`src/rtl/ctrl_fsm_mc.sv`:
```
// Multi-cycle control unit: accepts one instruction per handshake, decodes it into the
// datapath control bundle and sequences DECODE/EXEC/MEM/WB with sticky halt/illegal/timeout.
module ctrl_fsm_mc #(
  parameter int unsigned XLEN        = 32,
  parameter int unsigned MEM_TIMEOUT = 255,
  parameter int unsigned TO_W        = 8
) (
  input  logic        clk_i,
  input  logic        rst_i,
  input  logic        inst_valid_i,
  input  logic [31:0] inst_i,
  output logic        inst_ready_o,
  input  logic        mem_done_i,
  output logic [2:0]  i_type_o,
  output logic        alu_a_src_o,
  output logic [1:0]  alu_b_src_o,
  output logic [3:0]  alu_ctr_o,
  output logic        alu_word_o,
  output logic        mem_to_reg_o,
  output logic [2:0]  mem_op_o,
  output logic [2:0]  branch_o,
  output logic        mem_rd_o,
  output logic        mem_wr_o,
  output logic        reg_we_o,
  output logic        pc_we_o,
  output logic        halt_o,
  output logic        illegal_o,
  output logic        timeout_o
);

  localparam bit              RV64    = (XLEN == 64);
  localparam bit              TO_EN   = (MEM_TIMEOUT != 0);
  localparam logic [TO_W-1:0] TO_LAST = TO_W'(MEM_TIMEOUT - 1);

  localparam logic [2:0] IT_I = 3'd0, IT_S = 3'd1, IT_B = 3'd2, IT_U = 3'd3, IT_J = 3'd4, IT_R = 3'd5;
  localparam logic [3:0] ALU_ADD = 4'd0, ALU_SUB = 4'd1, ALU_SLT = 4'd2, ALU_SLTU = 4'd3, ALU_XOR = 4'd4,
                         ALU_OR  = 4'd5, ALU_AND = 4'd6, ALU_SLL = 4'd7, ALU_SRL  = 4'd8, ALU_SRA = 4'd9;
  localparam logic [1:0] B_RS2 = 2'b00, B_IMM = 2'b01, B_FOUR = 2'b10;
  // Only two func3 values are unused by B-type; JALR shares BGEU's code and is told apart by alu_ctr.
  localparam logic [2:0] BR_NONE = 3'b010, BR_PC = 3'b011, BR_REG = 3'b111;

  localparam logic [6:0] OPC_LUI = 7'h37, OPC_AUIPC = 7'h17, OPC_JAL = 7'h6F, OPC_JALR = 7'h67,
                         OPC_BR  = 7'h63, OPC_LOAD  = 7'h03, OPC_STORE = 7'h23, OPC_OPIMM = 7'h13,
                         OPC_OP  = 7'h33, OPC_OPIMM32 = 7'h1B, OPC_OP32 = 7'h3B;
  localparam logic [31:0] EBREAK = 32'h0010_0073;

  typedef enum logic [2:0] {S_IDLE, S_DECODE, S_EXEC, S_MEM, S_WB, S_HALT, S_ERR} state_e;

  typedef struct packed {
    logic [2:0] itype;
    logic       a_src;
    logic [1:0] b_src;
    logic [3:0] alu;
    logic       word;
    logic       m2r;
    logic [2:0] mop;
    logic [2:0] br;
    logic       ld;
    logic       st;
    logic       wr;
  } ctrl_t;

  state_e          state_q, state_d;
  logic [31:0]     inst_q, inst_d;
  logic [TO_W-1:0] cnt_q, cnt_d;
  ctrl_t           ctrl_q, ctrl_d, dec;
  logic            dec_legal, dec_ebreak, wr_rd;
  logic            mem_rd_q, mem_rd_d, mem_wr_q, mem_wr_d, reg_we_q, reg_we_d, pc_we_q, pc_we_d;
  logic            halt_q, halt_d, illegal_q, illegal_d, timeout_q, timeout_d;

  logic [6:0] opc;
  logic [2:0] f3;
  assign opc = inst_q[6:0];
  assign f3  = inst_q[14:12];

  function automatic logic [3:0] alu_of(input logic [2:0] fn3, input logic b5, input logic r);
    case (fn3)
      3'b000:  return (r && b5) ? ALU_SUB : ALU_ADD;
      3'b001:  return ALU_SLL;
      3'b010:  return ALU_SLT;
      3'b011:  return ALU_SLTU;
      3'b100:  return ALU_XOR;
      3'b101:  return b5 ? ALU_SRA : ALU_SRL;
      3'b110:  return ALU_OR;
      default: return ALU_AND;
    endcase
  endfunction

  // Instruction decode from the latched word
  always_comb begin
    dec        = '0;
    dec.itype  = IT_I;
    dec.alu    = ALU_ADD;
    dec.br     = BR_NONE;
    dec_legal  = 1'b0;
    wr_rd      = 1'b0;
    dec_ebreak = (inst_q == EBREAK);
    case (opc)
      OPC_LUI:   begin dec.itype = IT_U; dec.b_src = B_IMM; wr_rd = 1'b1; dec_legal = 1'b1; end
      OPC_AUIPC: begin dec.itype = IT_U; dec.a_src = 1'b1; dec.b_src = B_IMM; wr_rd = 1'b1; dec_legal = 1'b1; end
      OPC_JAL: begin
        dec.itype = IT_J; dec.a_src = 1'b1; dec.b_src = B_FOUR; dec.br = BR_PC;
        wr_rd = 1'b1; dec_legal = 1'b1;
      end
      OPC_JALR: begin dec.b_src = B_IMM; dec.br = BR_REG; wr_rd = 1'b1; dec_legal = 1'b1; end
      OPC_BR:   begin dec.itype = IT_B; dec.alu = ALU_SLT; dec.br = f3; dec_legal = 1'b1; end
      OPC_LOAD: begin
        dec.b_src = B_IMM; dec.m2r = 1'b1; dec.mop = f3; dec.ld = 1'b1; wr_rd = 1'b1;
        dec_legal = (f3 inside {3'b000, 3'b001, 3'b010, 3'b100, 3'b101}) ||
                    (RV64 && (f3 inside {3'b011, 3'b110}));
      end
      OPC_STORE: begin
        dec.itype = IT_S; dec.b_src = B_IMM; dec.mop = f3; dec.st = 1'b1;
        dec_legal = (f3 <= 3'b010) || (RV64 && (f3 == 3'b011));
      end
      OPC_OPIMM, OPC_OPIMM32: begin
        dec.b_src = B_IMM; dec.alu = alu_of(f3, inst_q[30], 1'b0);
        dec.word  = RV64 && (opc == OPC_OPIMM32);
        wr_rd = 1'b1; dec_legal = RV64 || (opc == OPC_OPIMM);
      end
      OPC_OP, OPC_OP32: begin
        dec.itype = IT_R; dec.alu = alu_of(f3, inst_q[30], 1'b1);
        dec.word  = RV64 && (opc == OPC_OP32);
        wr_rd = 1'b1; dec_legal = RV64 || (opc == OPC_OP);
      end
      default: dec_legal = 1'b0;
    endcase
    dec.wr = wr_rd && (inst_q[11:7] != 5'd0);
  end

  // State and registered outputs
  always_ff @(posedge clk_i) begin
    if (rst_i) begin
      state_q   <= S_IDLE;
      inst_q    <= '0;
      cnt_q     <= '0;
      ctrl_q    <= '0;
      mem_rd_q  <= 1'b0;
      mem_wr_q  <= 1'b0;
      reg_we_q  <= 1'b0;
      pc_we_q   <= 1'b0;
      halt_q    <= 1'b0;
      illegal_q <= 1'b0;
      timeout_q <= 1'b0;
    end else begin
      state_q   <= state_d;
      inst_q    <= inst_d;
      cnt_q     <= cnt_d;
      ctrl_q    <= ctrl_d;
      mem_rd_q  <= mem_rd_d;
      mem_wr_q  <= mem_wr_d;
      reg_we_q  <= reg_we_d;
      pc_we_q   <= pc_we_d;
      halt_q    <= halt_d;
      illegal_q <= illegal_d;
      timeout_q <= timeout_d;
    end
  end

  // Next-state logic
  always_comb begin
    state_d = state_q;
    inst_d  = inst_q;
    cnt_d   = cnt_q;
    case (state_q)
      S_IDLE: if (inst_valid_i) begin
        inst_d  = inst_i;
        state_d = S_DECODE;
      end
      S_DECODE: begin
        if (dec_ebreak)     state_d = S_HALT;
        else if (!dec_legal) state_d = S_ERR;
        else                state_d = S_EXEC;
      end
      S_EXEC: begin
        cnt_d   = '0;
        state_d = (ctrl_q.ld || ctrl_q.st) ? S_MEM : S_WB;
      end
      S_MEM: begin
        if (mem_done_i)                      state_d = S_WB;
        else if (TO_EN && (cnt_q == TO_LAST)) state_d = S_ERR;
        else                                 cnt_d = cnt_q + TO_W'(1);
      end
      S_WB:    state_d = S_IDLE;
      default: state_d = state_q;
    endcase
  end

  // Output next values, registered alongside the state
  always_comb begin
    ctrl_d    = ctrl_q;
    if (state_q == S_DECODE) ctrl_d = dec;
    mem_rd_d  = (state_d == S_MEM) && ctrl_q.ld;
    mem_wr_d  = (state_d == S_MEM) && ctrl_q.st;
    pc_we_d   = (state_d == S_WB);
    reg_we_d  = (state_d == S_WB) && ctrl_q.wr;
    halt_d    = halt_q    || (state_d == S_HALT);
    illegal_d = illegal_q || ((state_q == S_DECODE) && (state_d == S_ERR));
    timeout_d = timeout_q || ((state_q == S_MEM) && (state_d == S_ERR));
  end

  assign inst_ready_o = (state_q == S_IDLE) && !rst_i;
  assign i_type_o     = ctrl_q.itype;
  assign alu_a_src_o  = ctrl_q.a_src;
  assign alu_b_src_o  = ctrl_q.b_src;
  assign alu_ctr_o    = ctrl_q.alu;
  assign alu_word_o   = ctrl_q.word;
  assign mem_to_reg_o = ctrl_q.m2r;
  assign mem_op_o     = ctrl_q.mop;
  assign branch_o     = ctrl_q.br;
  assign mem_rd_o     = mem_rd_q;
  assign mem_wr_o     = mem_wr_q;
  assign reg_we_o     = reg_we_q;
  assign pc_we_o      = pc_we_q;
  assign halt_o       = halt_q;
  assign illegal_o    = illegal_q;
  assign timeout_o    = timeout_q;

endmodule

```
`config.mk`:
```
export PLATFORM = sky130hd
export DESIGN_NAME = ctrl_fsm_mc
export DESIGN_NICKNAME = d
export VERILOG_FILES = /design/src/rtl/ctrl_fsm_mc.sv
export SDC_FILE = /design/constraint.sdc
export NUM_CORES = 1
export LEC_CHECK = 0
export ABC_AREA = 1
export CAP_MARGIN = 0
export CELL_PAD_IN_SITES_DETAIL_PLACEMENT = 1
export CELL_PAD_IN_SITES_GLOBAL_PLACEMENT = 1
export CORE_MARGIN = 10
export CORE_UTILIZATION = 35
export CTS_CLUSTER_DIAMETER = 80
export DETAILED_ROUTE_END_ITERATION = 12
export PLACE_DENSITY = 0.73
export SKIP_LAST_GASP = 1
export SYNTH_ARGS = -nofsm -noshare
export SYNTH_HDL_FRONTEND = slang
export SYNTH_SLANG_ARGS = --single-unit
```
`constraint.sdc`:
```
create_clock -name clk_i -period 3.2 [get_ports clk_i]
set_clock_uncertainty 0.1 [all_clocks]
set_input_delay 0.64 -clock clk_i [delete_from_list [all_inputs] [get_ports clk_i]]
set_output_delay 0.64 -clock clk_i [all_outputs]
set_load 0.02 [all_outputs]
```
After elaboration in Yosys (flattened, before gate mapping)
Index checks and enable logic that the tools add are counted.
Word-level totals
  bits of input ports: 36
  register bits: 69
Cells by class
  add/subtract/negate cells: 1
  reductions and logical operators: 27
  $lt $le $gt $ge: 1
  equality and inequality tests: 29
  muxes and demuxes: 24
Operator list (count)
  $pmux 4 s7: 2
  $eq 32x21->1 const B: 1
  $pmux 3 s5: 2
  $eq 7x6->1 const B: 4
  $eq 3x3->1 const B: 7
  $eq 7x5->1 const B: 3
  $eq 7x7->1 const B: 3
  $mux 3: 7
  $mux 8: 2
  $pmux 8 s2: 1
  $eq 3x2->1 const B: 5
  $pmux 4 s3: 1
  $reduce_bool 5->1: 2
  $reduce_or 2->1: 5
  $pmux 3 s3: 1
  $reduce_or 9->1: 1
  $add 8x1->8 const B: 1
  $eq 8x8->1 const B: 1
  $eq 7x2->1 const B: 1
  $logic_and 1x1->1: 7
  $reduce_or 7->1: 1
  $eq 3x1->1 const B: 2
  $logic_not 3->1: 2
  $mux 1: 6
  other kinds (10): 14

Depth between registers and ports, before layout
Gate-level depths: netlist of run 1.
  word-level depth: 9
  mapped depth: 13

Worst setup path before layout of run 1
No wires, ideal clock.
  path type: input-to-output
  start point: input port rst_i
  end point: output port inst_ready_o
  arrival: 1.267 ns
  cell stages on the path: 1
  required time: 2.460 ns
  buffers on the path: 0
  setup slack: 1.193 ns
  cells stage by stage: nor4_1
Between the ends
  longest elaborated chain between the ends: 2
RTL lines
  start: declaration: line 9  | input logic rst_i,
  $logic_not 1->1: line 202  | assign inst_ready_o = (state_q == S_IDLE) && !rst_i;
  $logic_and 1x1->1: line 202
  end: declaration: line 12  | output logic inst_ready_o,
Every way passes these cells.

Worst setup path after layout of run 1
Same ends and word-level chain as after synthesis.

==> results_dict.tcl, run 1 <==
set metrics [dict create \
    drt-pass1-iter-count 4 \
    ir_drop_mv 0.254 \
    numCtsBuffers 9 \
    cts_tree "yes" \
    drt_wl_total_um 8530 \
    row_count 34 \
    crit_buf_inv 2 \
    nets 525 \
    critPathTopFamily "buffers and inverters" \
    grt_max_degree 65 \
    arrival_ps 1910 \
    async_reset_ff_frac 0 \
    synthTopCellsByCount "dfxtp_1, nand2_1, inv_1" \
    maxSlewHeadroom 0.639 \
    viasPerCell 4.93 \
    startpoint "rst_i" \
    grt_use_total 0.132 \
    cp_slowest_cell "clkdlybuf4s50_1" \
    cts_setup_buffers 0 \
    antenna_cells 0 \
    cp.required_ps 2460 \
    crit_top_cell "clkdlybuf4s50_1" \
    grt_pass1_wl_um 14400 \
    numPortBuffers 60 \
    synth_area_leaders "dfxtp_1, a21oi_1, o21ai_0" \
    worst_setup_path_end_kind "output pin" \
    clock_latency_ps 340 \
    antenna_found_initial 0 \
    ys_seq_elements 69 \
    fin_crit_sh 0.828 \
    synth_top_cell_area_share 0.431 \
    hold_viol 0 \
    start_kind "input port" \
    yosys_warnings 0 \
    avgSynthCellArea_sq_um 7.21 \
    dieArea_sq_um 13400 \
    hold_buffers 0 \
    maxSlewViolCount 0 \
    p_leak_uw 0.00163 \
    timing_worst_slew_pin_value_ps 542 \
    fmax_ghz 0.377 \
    slowest_delay_ps 670 \
    ys_types 35 \
    vias 2956 \
    drt_iter0_drc 90 \
    crit_fanout 2 \
    initial_core_util 0.364 \
    cts_buffer_depth 2 \
    grt-ovfl-total 0 \
    status "finished clean" \
    root_buffer "clkbuf_8" \
    grt_pass1_vias 3016 \
    finalWeightedCongestion 0.850 \
    min_from "inst_q[20]" \
    avgRoutedWirePerCell_um 14.2 \
    post-route-util 0.454 \
    path_cells "clkdlybuf4s50_1 -> nor4_1 -> clkdlybuf4s50_1" \
    core_area_sq_um 8810 \
    syn_to_final_growth_pct 24.6 \
    ys_seq_area_frac 0.431 \
    hold_path_class "reg -> reg" \
    postRouteAntennaNets 0 \
    drc 0 \
    drive_gt1_frac 0.104 \
    final_cell_area_sq_um 4000 \
    clk_pin_slew_ps 70 \
    cts_sinks 69 \
    htreeDepth 3 \
    cts_resized 0 \
    maxCapViolations 0 \
    netlist_area_sq_um 3210 \
    synth_edf_count 0 \
    yosys_most_used_dff "dfxtp_1" \
    fillCellCount 1111 \
    cellPowerDensity_nw_per_um2 739 \
    yosysTopAreaCell "dfxtp_1" \
    floorplan.die.height_um 116 \
    setup_violations 0 \
    dpl.hpwl_um 6530 \
    post_dp_cell_area_sq_um 3780 \
    fin_crit_ps 2650 \
    syn_inst 445 \
    worstReg2RegStart "state_q[0]" \
    syn-num-nets 483 \
    setup_tns_ps 0 \
    dieWidth_um 116 \
    rsz0062_at_grt "no" \
    io_pins 62 \
    synth_most_common_cell "dfxtp_1" \
    crit_type "in -> out" \
]
==> per-stage QoR <==
| step | hold WS, ps | worst slack, ps | total power [uW] | instances |
|---|---|---|---|---|
| 2_1_floorplan | 324 | 1190 | 1900 | 445 |
| 3_3_place_gp | 336 | 592 | 2170 | 584 |
| 3_5_place_dp | 337 | 534 | 2200 | 584 |
| 4_1_cts | 349 | 530 | 2990 | 600 |
| 5_1_grt | 374 | 451 | 3170 | 600 |
| 6_report | 347 | 551 | 2950 | 600 |
==> cells by family after synthesis <==
kind of cell / synth area share
DFF: 0.431
other: 0.00117
buffers and inverters: 0.140
AOI/OAI and AO/OA: 0.195
adders and majority gates: 0.00780
xor gates and xnor gates: 0.00546
and+or+nand+nor: 0.220
==> per-layer routing <==
metal	vias to the layer above	global-route usage	wire length [um]
li1	1499	-	-
met1	1400	0.165	4030
met2	48	0.217	4020
met5	-	0	0
met3	9	0.0289	372
met4	0	0.0500	116
==> flip-flops by register name, summed over array words and instances, names as in the netlist <==
register and cells:
inst_q 32, cnt_q 8, alu_ctr_o 4, branch_o 3
ctrl_q 3, i_type_o 3, mem_op_o 3, state_q 3
alu_b_src_o 2, alu_a_src_o 1, halt_o 1, illegal_o 1
mem_rd_o 1, mem_wr_o 1, pc_we_o 1, reg_we_o 1
timeout_o 1
==> worst register-to-register path, cell delays in order (launching register included) <==
cell and delay, ps:
dfxtp_1 570, nand3_4 260, inv_1 290, nand3_2 140, nand3_2 130, nand2_1 130
nor3b_2 230
==> cell usage in the layout, fill, tap and decap left out, types with 5 or more instances in the layout <==
cell type        synthesis  final
nor2_2                   5      5
nand3_1                 17     17
nor2_1                  36     36
nand2_2                  7      7
clkdlybuf4s50_1          0     60
a21oi_1                 51     51
o21ai_0                 51     51
nand2_1                 68     68
clkbuf_8                 0      9
nand4_1                  5      5
inv_1                   58     58
a31oi_1                  6      6
inv_2                   10     10
dfxtp_1                 69     69
==> path summary, 6_finish.rpt <==
path / to / slack, ps / cells past startpoint
max: inst_ready_o / 550 / 3
max reg2reg: reg_we_o / 1280 / 6
min: inst_q[20] / 350 / 2
min reg2reg: inst_q[20] / 350 / 2
==> layout make-up <==
type,count,area (sq um),area share
clock inverters,6,87.6,0.0219
inverters,68,255,0.0639
well taps,108,135,0.0338
clock buffers,10,128,0.0319
repair buffers,64,631,0.158
multi-input cells,275,1380,0.345
flip-flops and latches,69,1380,0.346
==> where the power goes <==
part | total, uW | internal (uW) | switching [uW]
sequential | 1180 | 1050 | 129
clock | 781 | 439 | 341
combinational | 996 | 360 | 635
(Power assumes the default switching activity.)
==> inputs of run 2 (changes only) <==
==> constraint.sdc (replaced) <==
create_clock -name clk_i -period 2.7 [get_ports clk_i]
set_clock_uncertainty 0.1 [all_clocks]
set_input_delay 0.54 -clock clk_i [delete_from_list [all_inputs] [get_ports clk_i]]
set_output_delay 0.54 -clock clk_i [all_outputs]
set_load 0.02 [all_outputs]
==> results_dict.tcl, run 2 (synthesis results as in run 1) <==
set metrics [dict create \
    hold_viol 0 \
    antenna_found_initial 0 \
    htreeDepth 3 \
    largest_register "inst_q" \
    nets 526 \
    cp.required_ps 2060 \
    root_buffer "clkbuf_8" \
    crit_fanout 2 \
    cts_resized 0 \
    setup_violations 0 \
    viasPerCell 4.80 \
    p_leak_uw 0.00163 \
    grt_max_degree 65 \
    grt_use_total 0.131 \
    dpl.hpwl_um 6620 \
    drc 0 \
    drt_iter0_drc 106 \
    startpoint "rst_i" \
    numCtsBuffers 9 \
    met3_usage 0.0289 \
    fin_crit_ps 2440 \
    start_kind "input port" \
    arrival_ps 1800 \
    grt_pass1_vias 2982 \
    maxSlewViolCount 0 \
    final_cell_mix "dfxtp_1, nand2_1, clkdlybuf4s50_1, inv_1" \
    maxSlewHeadroom 0.635 \
    worstReg2RegStart "state_q[0]" \
    mostFrequentLayoutCell "dfxtp_1" \
    setup_tns_ps 0 \
    maxCapViolations 0 \
    grt_use_met2 0.213 \
    fillCellCount 1119 \
    cts_sinks 69 \
    timing_worst_slew_pin_value_ps 548 \
    crit_type "in -> out" \
    clock_latency_ps 340 \
    cts_setup_buffers 0 \
    avgRoutedWirePerCell_um 14.1 \
    floorplan.die.height_um 116 \
    syn_to_final_growth_pct 24.6 \
    drive_gt1_frac 0.108 \
    largest_reg_flops 32 \
    post-route-util 0.454 \
    finalWeightedCongestion 0.865 \
    r2r_end "mem_wr_o" \
    dieArea_sq_um 13400 \
    dieWidth_um 116 \
    postRouteAntennaNets 0 \
    cts_tree "yes" \
    grt_pass1_wl_um 14100 \
    antenna_cells 0 \
    worst-r2r-setup-slack_ps 820 \
    drt_wl_total_um 8470 \
    io_pins 62 \
    fmax_ghz 0.411 \
    core_area_sq_um 8810 \
    min_from "inst_q[20]" \
    hold_buffers 0 \
    fin_crit_sh 0.902 \
    row_count 34 \
    use_met1 0.161 \
    grt-ovfl-total 0 \
    cellPowerDensity_nw_per_um2 862 \
    cts_buffer_depth 2 \
    rsz0062_at_grt "no" \
    endpoint "inst_ready_o" \
    grt.busiest_layer "met2" \
    initial_core_util 0.364 \
    drt-pass1-iter-count 4 \
    numPortBuffers 60 \
    clk_pin_slew_ps 80 \
    vias 2885 \
    status "finished clean" \
    ir_drop_mv 0.340 \
    worst_setup_path_end_kind "output pin" \
    rr_worst_depth 8 \
    hold_path_class "reg -> reg" \
]
[run 2: cell types whose count changed in the layout (fill, tap and decap cells not counted)]
cell        delta
clkinv_4       -1
buf_4          +1
bufinv_16      -1
clkbuf_1       -1
clkbuf_8       +2
clkinv_2       -1
clkinvlp_4     +2
[run 2: layer usage]
metal / vias to the layer above / wire, um
met5: - / 0
met4: 0 / 152
met3: 11 / 316
met2: 43 / 3920
met1: 1322 / 4090
li1: 1509 / -
[run 2: power by group]
| group | internal (uW) | switching, uW |
|---|---|---|
| Combinational | 428 | 746 |
| Sequential | 1240 | 151 |
| Clock | 477 | 405 |
| Total | 2150 | 1300 |
[run 2: cell type report]
type	count	area (sq um)	share of cell area
clock inverter	5	58.8	0.0147
clock buffer	11	151	0.0379
tap	108	135	0.0338
multi-input combinational	275	1380	0.345
sequential	69	1380	0.345
timing repair buffer	65	638	0.160
inverter	68	255	0.0638
[run 2: through the flow]
stage | std cells | worst slack (ps) | hold slack (ps) | area, sq um | power, uW
after global placement | 585 | 285 | 336 | 3790 | 2570
final | 601 | 265 | 346 | 4000 | 3450
after floorplan | 445 | 893 | 324 | 3210 | 2260
after global routing | 601 | 140 | 377 | 4000 | 3710
after detailed placement | 585 | 273 | 337 | 3790 | 2610
after CTS | 601 | 261 | 349 | 4000 | 3500
[run 2: how the worst min path moves through the flow]
stage | cells after the start | to
final | 2 | inst_q[20]
after global routing | 2 | inst_q[23]
after CTS | 2 | inst_q[20]
after detailed placement | 2 | inst_q[20]
after global placement | 2 | inst_q[20]
after floorplan | 2 | inst_q[20]
[run 2: worst max-delay path, cell delays in order]
cell	delay, ps
clkdlybuf4s50_1	430
nor4_1	180
clkdlybuf4s50_1	650
